$ cat config.mk
export PLATFORM = sky130hd
export DESIGN_NAME = heartbeat_monitor_flat
export DESIGN_NICKNAME = d
export VERILOG_FILES = /design/src/rtl/heartbeat_monitor_pkg.sv /design/src/rtl/heartbeat_monitor_if.sv /design/src/rtl/hb_edge_sync.sv /design/src/rtl/heartbeat_monitor.sv /design/src/flat_wrapper.sv
export SDC_FILE = /design/constraint.sdc
export NUM_CORES = 1
export LEC_CHECK = 0
export CAP_MARGIN = 20
export CORE_UTILIZATION = 40
export DETAILED_ROUTE_END_ITERATION = 7
export DONT_BUFFER_PORTS = 1
export PLACE_DENSITY = 0.65
export SETUP_SLACK_MARGIN = 0.15
export SYNTH_ARGS = -nofsm -noshare
export SYNTH_HDL_FRONTEND = slang
export SYNTH_SLANG_ARGS = --single-unit
$ cat constraint.sdc
create_clock -name iClk -period 2.05 [get_ports iClk]
set_input_delay 0.5125 -clock iClk [delete_from_list [all_inputs] [get_ports iClk]]
set_output_delay 0.5125 -clock iClk [all_outputs]
set_load 0.02 [all_outputs]
$ cat src/rtl/heartbeat_monitor_pkg.sv
// Shared types and helpers for the heartbeat watchdog and its sub-blocks.
package heartbeat_monitor_pkg;

    typedef enum logic [1:0] {
        ST_IDLE    = 2'd0,
        ST_ACQUIRE = 2'd1,
        ST_ALIVE   = 2'd2,
        ST_FAULT   = 2'd3
    } hb_state_t;

    typedef logic [1:0] fault_code_t;

    localparam fault_code_t FC_NONE    = 2'b00;
    localparam fault_code_t FC_FAST    = 2'b01;
    localparam fault_code_t FC_TIMEOUT = 2'b10;

    // Bits needed to hold values 0..value-1; never narrower than one bit.
    function automatic int clog2(input int unsigned value);
        int          result;
        int unsigned rem;
        result = 0;
        rem    = (value > 0) ? value - 1 : 0;
        while (rem != 0) begin
            rem    = rem >> 1;
            result = result + 1;
        end
        return (result < 1) ? 1 : result;
    endfunction

endpackage

$ cat src/rtl/heartbeat_monitor_if.sv
// Heartbeat watchdog signal bundle: heartbeat/clear in, status out.
interface heartbeat_monitor_if;
    import heartbeat_monitor_pkg::*;

    logic        iHeartBeat;
    logic        iClear;
    logic        oAlive;
    logic        oFault;
    fault_code_t oFaultCode;
    logic        oEdgePulse;

    modport master (
        output iHeartBeat, iClear,
        input  oAlive, oFault, oFaultCode, oEdgePulse
    );

    modport slave (
        input  iHeartBeat, iClear,
        output oAlive, oFault, oFaultCode, oEdgePulse
    );

endinterface

$ cat src/rtl/hb_edge_sync.sv
// Two-flop synchronizer plus delay flop; emits a registered one-cycle pulse
// for every level change of a slow asynchronous input.
module hb_edge_sync (
    input  logic iClk,
    input  logic iRst,
    input  logic i_async,
    output logic o_pulse
);

    logic r_sync1;
    logic r_sync2;
    logic r_sync3;
    logic r_pulse;
    logic w_toggle;

    assign w_toggle = r_sync2 ^ r_sync3;
    assign o_pulse  = r_pulse;

    // NOTE: non-blocking assignments make the three flops a true shift chain.
    always_ff @(posedge iClk) begin
        if (iRst) begin
            r_sync1 <= 1'b0;
            r_sync2 <= 1'b0;
            r_sync3 <= 1'b0;
            r_pulse <= 1'b0;
        end else begin
            r_sync1 <= i_async;
            r_sync2 <= r_sync1;
            r_sync3 <= r_sync2;
            r_pulse <= w_toggle;
        end
    end

endmodule

$ cat src/rtl/heartbeat_monitor.sv
// Heartbeat watchdog: measures half-periods of a synchronized heartbeat,
// declares it alive after a run of legal intervals, latches sticky faults.
module heartbeat_monitor
    import heartbeat_monitor_pkg::*;
#(
    parameter int MIN_HALF = 200000,
    parameter int MAX_HALF = 300000,
    parameter int GOOD_CNT = 4
) (
    input  logic                iClk,
    input  logic                iRst,
    heartbeat_monitor_if.slave  hb
);

    localparam int CNT_W  = clog2(MAX_HALF + 1);
    localparam int GOOD_W = clog2(GOOD_CNT + 1);

    localparam logic [CNT_W-1:0]  MIN_C     = CNT_W'(MIN_HALF);
    localparam logic [CNT_W-1:0]  MAX_C     = CNT_W'(MAX_HALF);
    localparam logic [CNT_W-1:0]  CNT_ONE   = CNT_W'(1);
    localparam logic [GOOD_W-1:0] GOOD_LAST = GOOD_W'(GOOD_CNT - 1);

    hb_state_t         r_state;
    logic [CNT_W-1:0]  r_cnt;
    logic [GOOD_W-1:0] r_good;
    logic              r_alive;
    logic              r_fault;
    fault_code_t       r_code;

    logic w_pulse;
    logic w_fast;
    logic w_timeout;

    hb_edge_sync u_edge_sync (
        .iClk    (iClk),
        .iRst    (iRst),
        .i_async (hb.iHeartBeat),
        .o_pulse (w_pulse)
    );

    assign w_fast    = (r_cnt < MIN_C);
    assign w_timeout = (r_cnt == MAX_C) && !w_pulse;

    assign hb.oAlive     = r_alive;
    assign hb.oFault     = r_fault;
    assign hb.oFaultCode = r_code;
    assign hb.oEdgePulse = w_pulse;

    // r_cnt holds cycles elapsed since the last pulse, so the pulse cycle
    // itself loads 1 and an N-cycle half-period is judged with cnt == N.
    always_ff @(posedge iClk) begin
        if (iRst || hb.iClear) begin
            r_state <= ST_IDLE;
            r_cnt   <= '0;
            r_good  <= '0;
            r_alive <= 1'b0;
            r_fault <= 1'b0;
            r_code  <= FC_NONE;
        end else begin
            if (w_pulse) begin
                r_cnt <= CNT_ONE;
            end else if (r_cnt != MAX_C) begin
                r_cnt <= r_cnt + 1'b1;
            end

            case (r_state)
                ST_IDLE: begin
                    if (w_pulse) begin
                        r_state <= ST_ACQUIRE;
                        r_good  <= '0;
                    end else if (w_timeout) begin
                        r_state <= ST_FAULT;
                        r_fault <= 1'b1;
                        r_code  <= FC_TIMEOUT;
                    end
                end
                ST_ACQUIRE, ST_ALIVE: begin
                    if (w_pulse && w_fast) begin
                        r_state <= ST_FAULT;
                        r_fault <= 1'b1;
                        r_code  <= FC_FAST;
                        r_alive <= 1'b0;
                    end else if (w_pulse) begin
                        if (r_state == ST_ACQUIRE) begin
                            if (r_good == GOOD_LAST) begin
                                r_state <= ST_ALIVE;
                                r_alive <= 1'b1;
                            end else begin
                                r_good <= r_good + 1'b1;
                            end
                        end
                    end else if (w_timeout) begin
                        r_state <= ST_FAULT;
                        r_fault <= 1'b1;
                        r_code  <= FC_TIMEOUT;
                        r_alive <= 1'b0;
                    end
                end
                ST_FAULT: begin
                    r_state <= ST_FAULT;
                end
                default: begin
                    r_state <= ST_IDLE;
                end
            endcase
        end
    end

endmodule

$ cat src/flat_wrapper.sv
// flat-port wrapper written by rule: the top's interface ports become plain ports
module heartbeat_monitor_flat import heartbeat_monitor_pkg::*;
#(
    parameter int MIN_HALF = 200000,
    parameter int MAX_HALF = 300000,
    parameter int GOOD_CNT = 4
)
  (iClk, iRst, hb_iHeartBeat, hb_iClear, hb_oAlive, hb_oFault, hb_oFaultCode, hb_oEdgePulse);
  heartbeat_monitor_if hb_i ();
  input  logic iClk;
  input  logic iRst;
  input wire logic [$bits(hb_i.iHeartBeat)-1:0] hb_iHeartBeat;
  input wire logic [$bits(hb_i.iClear)-1:0] hb_iClear;
  output wire logic [$bits(hb_i.oAlive)-1:0] hb_oAlive;
  output wire logic [$bits(hb_i.oFault)-1:0] hb_oFault;
  output wire logic [$bits(hb_i.oFaultCode)-1:0] hb_oFaultCode;
  output wire logic [$bits(hb_i.oEdgePulse)-1:0] hb_oEdgePulse;
  assign hb_i.iHeartBeat = hb_iHeartBeat;
  assign hb_i.iClear = hb_iClear;
  assign hb_oAlive = hb_i.oAlive;
  assign hb_oFault = hb_i.oFault;
  assign hb_oFaultCode = hb_i.oFaultCode;
  assign hb_oEdgePulse = hb_i.oEdgePulse;
  heartbeat_monitor #(.MIN_HALF(MIN_HALF), .MAX_HALF(MAX_HALF), .GOOD_CNT(GOOD_CNT)) u_core (.iClk(iClk), .iRst(iRst), .hb(hb_i));
endmodule
==> summary.txt <==
STA
  – Final WS setup: 281 ps
  – Clk_skew: 6.28 ps
  – Final min period: between 1500 and 2000 ps
  – Least-Margin Pin Slew: slightly below 600 ps
  – Final Hold Viols: 0
  – Slew Limit Fails: 0
  – Setup-failing EPs final: 0
  – Part of the cycle the worst path needs: 0.863
  – RSZ-0062 raised after global routing: false
  – Total Negative Setup Slacks: 0 ps
  – Hold WS: between 200 and 300 ps
  – F_max: 565 MHz
  – Slew HR: 0.614

Placed design
  – IO Port Bufs: 0
  – Placed cell count: between 200 and 250
  – DP Area: about 0.0016 mm^2
  – DPL Wire Length: around 2300 um
  – Place WS: 166 ps
  – Gp weighted congestion: 0.848

Drt
  – Routed vias: between 1000 and 1500
  – Residual antenna-violating net count after detailed routing: 0
  – Final wirelength: 2980 um
  – Avg WL per Cell: 12.9 um
  – # DRC: 0
  – Vias/cell: between 5 and 6
  – DR iter-0 viols: 24
  – First-pass iteration count of the detailed router: 4

Layout
  – Layout Cells excl Fill: 231
  – Final net count: 195
  – Fill count: 366
  – Share of layout cells above drive strength 1: 0.109
  – Fin area: 0.00174 mm^2
  – Area grow syn2layout: 9.96%
  – Finished Core Util: 0.468
  – Multi-input logic area: 900 um^2
  – Ant. Diodes: 0
  – Register area: 643 um^2

Worst setup path
  – Worst Path Max Fanout: 8
  – Critical setup path kind: reg -> reg
  – Req. time, crit path: 2270 ps
  – Nature of the critical path startpoint: flip-flop
  – Crit path DAT: 1990 ps
  – CP endpoint kind: flip-flop

Power and ir drop
  – LEAKAGE: between 0.6 and 0.7 nW
  – Max rail drop VDD: 346 uV
  – Total Power: around 1.2 mW
  – PD cells: 669 mW/mm^2

Floorplanning
  – Core Area: roughly 0.0037 mm^2
  – Initial Util: 0.426
  – Full die area: between 0.004 and 0.005 mm^2
  – Die X: 64.9 um
  – Die Y: about 65 um
  – I/O Pins: 9
  – Row count: 22

Clock tree
  – Clock sink count: 32
  – Htree depth: 2
  – CTS tree: done
  – Total CTS buffers: 5
  – Post-CTS Setup Inserts: 0
  – Worst skew pair latency: 290 ps
  – Reg clk slew, reported paths: 70 ps
  – Clock buffer depth: 2
  – Clock Root Buffer: clkbuf_8

Synth
  – Most frequent cells after synthesis: dfxtp_1, nor2_1, nand2_1, xor2_1, a21oi_1
  – Ranking of synthesized cells by area: dfxtp_1, ha_1, xor2_1
  – Sequential element share of the synthesized area: 0.405
  – Synth top area share: 0.405
  – Ys async rst share: 0
  – Most common cell in the netlist: dfxtp_1
  – Yosys warns: 0
  – Yosys cell types: 42
  – Leading area contributor after synthesis: dfxtp_1
  – Synthesis-stage register bit count: 32
  – Ys flop type: dfxtp_1
  – Mapped Area: 0.00158 mm^2
  – Syn nets: 191
  – Number of enable flip-flop cells after synthesis: 0
  – Post-Syn Instances: 178
  – Synthesized area per cell: 8.89 um^2

Outcome
  – Status: finished, final reports clean

GRT
  – Global-route usage over all layers: 0.172
  – Vias in the first global route: approximately 1300
  – Congestion Overflow GR: 0
  – First-pass GRT wire length: 5510 um
  – Largest net degree at the start of global routing: 19
  – Initial antenna violation count: 0

Flow run
  – Max cap viols: 0

Hold path
  – HP Class: in -> reg
==> final cells by class <==
| cell class | instances | share of cell area |
|---|---|---|
| Clock buffer | 5 | 0.0395 |
| Clock inverter | 3 | 0.0137 |
| Inverter | 8 | 0.0173 |
| Multi-Input combinational cell | 133 | 0.517 |
| Sequential cell | 32 | 0.370 |
| Tap cell | 48 | 0.0345 |
| Timing Repair Buffer | 2 | 0.00863 |
==> placed cells by master, fill, tap and decap left out, drive strengths merged, types with 2 or more instances in the layout <==
cell type  netlist  layout
xnor2            6       6
or3              2       2
nand2           12      12
o21ai            2       2
o211a            3       3
clkbuf           3       5
ha               9       9
buf              2       2
nor2b            3       3
nor4b            2       2
clkinvlp         0       2
a21oi           10      10
dfxtp           32      32
or2              4       4
nor3            10      10
inv              8       8
nand3            8       8
nor2            21      21
mux2i            2       2
or3b             2       2
nand4            7       7
xor2            12      12
o21a             2       2
==> worst max-delay path, stage by stage, from the launching register on <==
cell and delay, ps:
dfxtp_2 370, inv_1 70, ha_2 380, o211a_1 170
nand3_1 160, or3b_1 390, a21oi_1 150
==> sequential cells by signal, summed over array words and instances (netlist names), 2 cells and up <==
signal                flops
u_core.hb.oFaultCode      2
u_core.r_state            2
u_core.r_good             3
u_core.r_cnt             19
==> path summary, 6_finish.rpt <==
kind              slack (ps)                                  start                                    end  cells past startpoint
setup / recovery         280         u_core.r_state[0]$_SDFFE_PP0P_          u_core.r_good[2]$_SDFFE_PP0P_                      6
hold / removal           290                                   iRst  u_core.u_edge_sync.r_sync1$_SDFF_PP0_                      1
setup reg to reg         280         u_core.r_state[0]$_SDFFE_PP0P_          u_core.r_good[2]$_SDFFE_PP0P_                      6
hold reg to reg          460  u_core.u_edge_sync.r_sync1$_SDFF_PP0_  u_core.u_edge_sync.r_sync2$_SDFF_PP0_                      1
==> report_power, final <==
group          switching, mW  total (mW)  internal [mW]
registers            0.00730       0.635          0.628
clock network          0.248       0.488          0.240
logic                 0.0254      0.0422         0.0168
total                  0.281        1.16          0.884
==> timing repair <==
item                       CTS  global route
hold buffers                 0             0
gates resized for setup      1             3
setup endpoints to repair    2             5
cloned                       0             0
==> cell families (layout without fill, tap and decap cells) <==
| family | count (synthesis) | after routing | synth area share |
|---|---|---|---|
| AOI/OAI and AO/OA | 25 | 25 | 0.110 |
| xor gates and xnor gates | 18 | 18 | 0.0996 |
| adders and majority gates | 9 | 9 | 0.0711 |
| buffers and inverters | 13 | 18 | 0.0324 |
| DFF | 32 | 32 | 0.405 |
| muxes | 2 | 2 | 0.0126 |
| and+or+nand+nor | 79 | 79 | 0.270 |
==> metal layers <==
metal | track usage | up-vias | part of all wire
met5 | 0 | - | 0
met4 | 0.0889 | 0 | 0.021
met3 | 0.0528 | 7 | 0.042
met2 | 0.284 | 22 | 0.47
met1 | 0.197 | 564 | 0.47
li1 | - | 627 | -
Note: power is estimated with default switching activity, not from simulation.
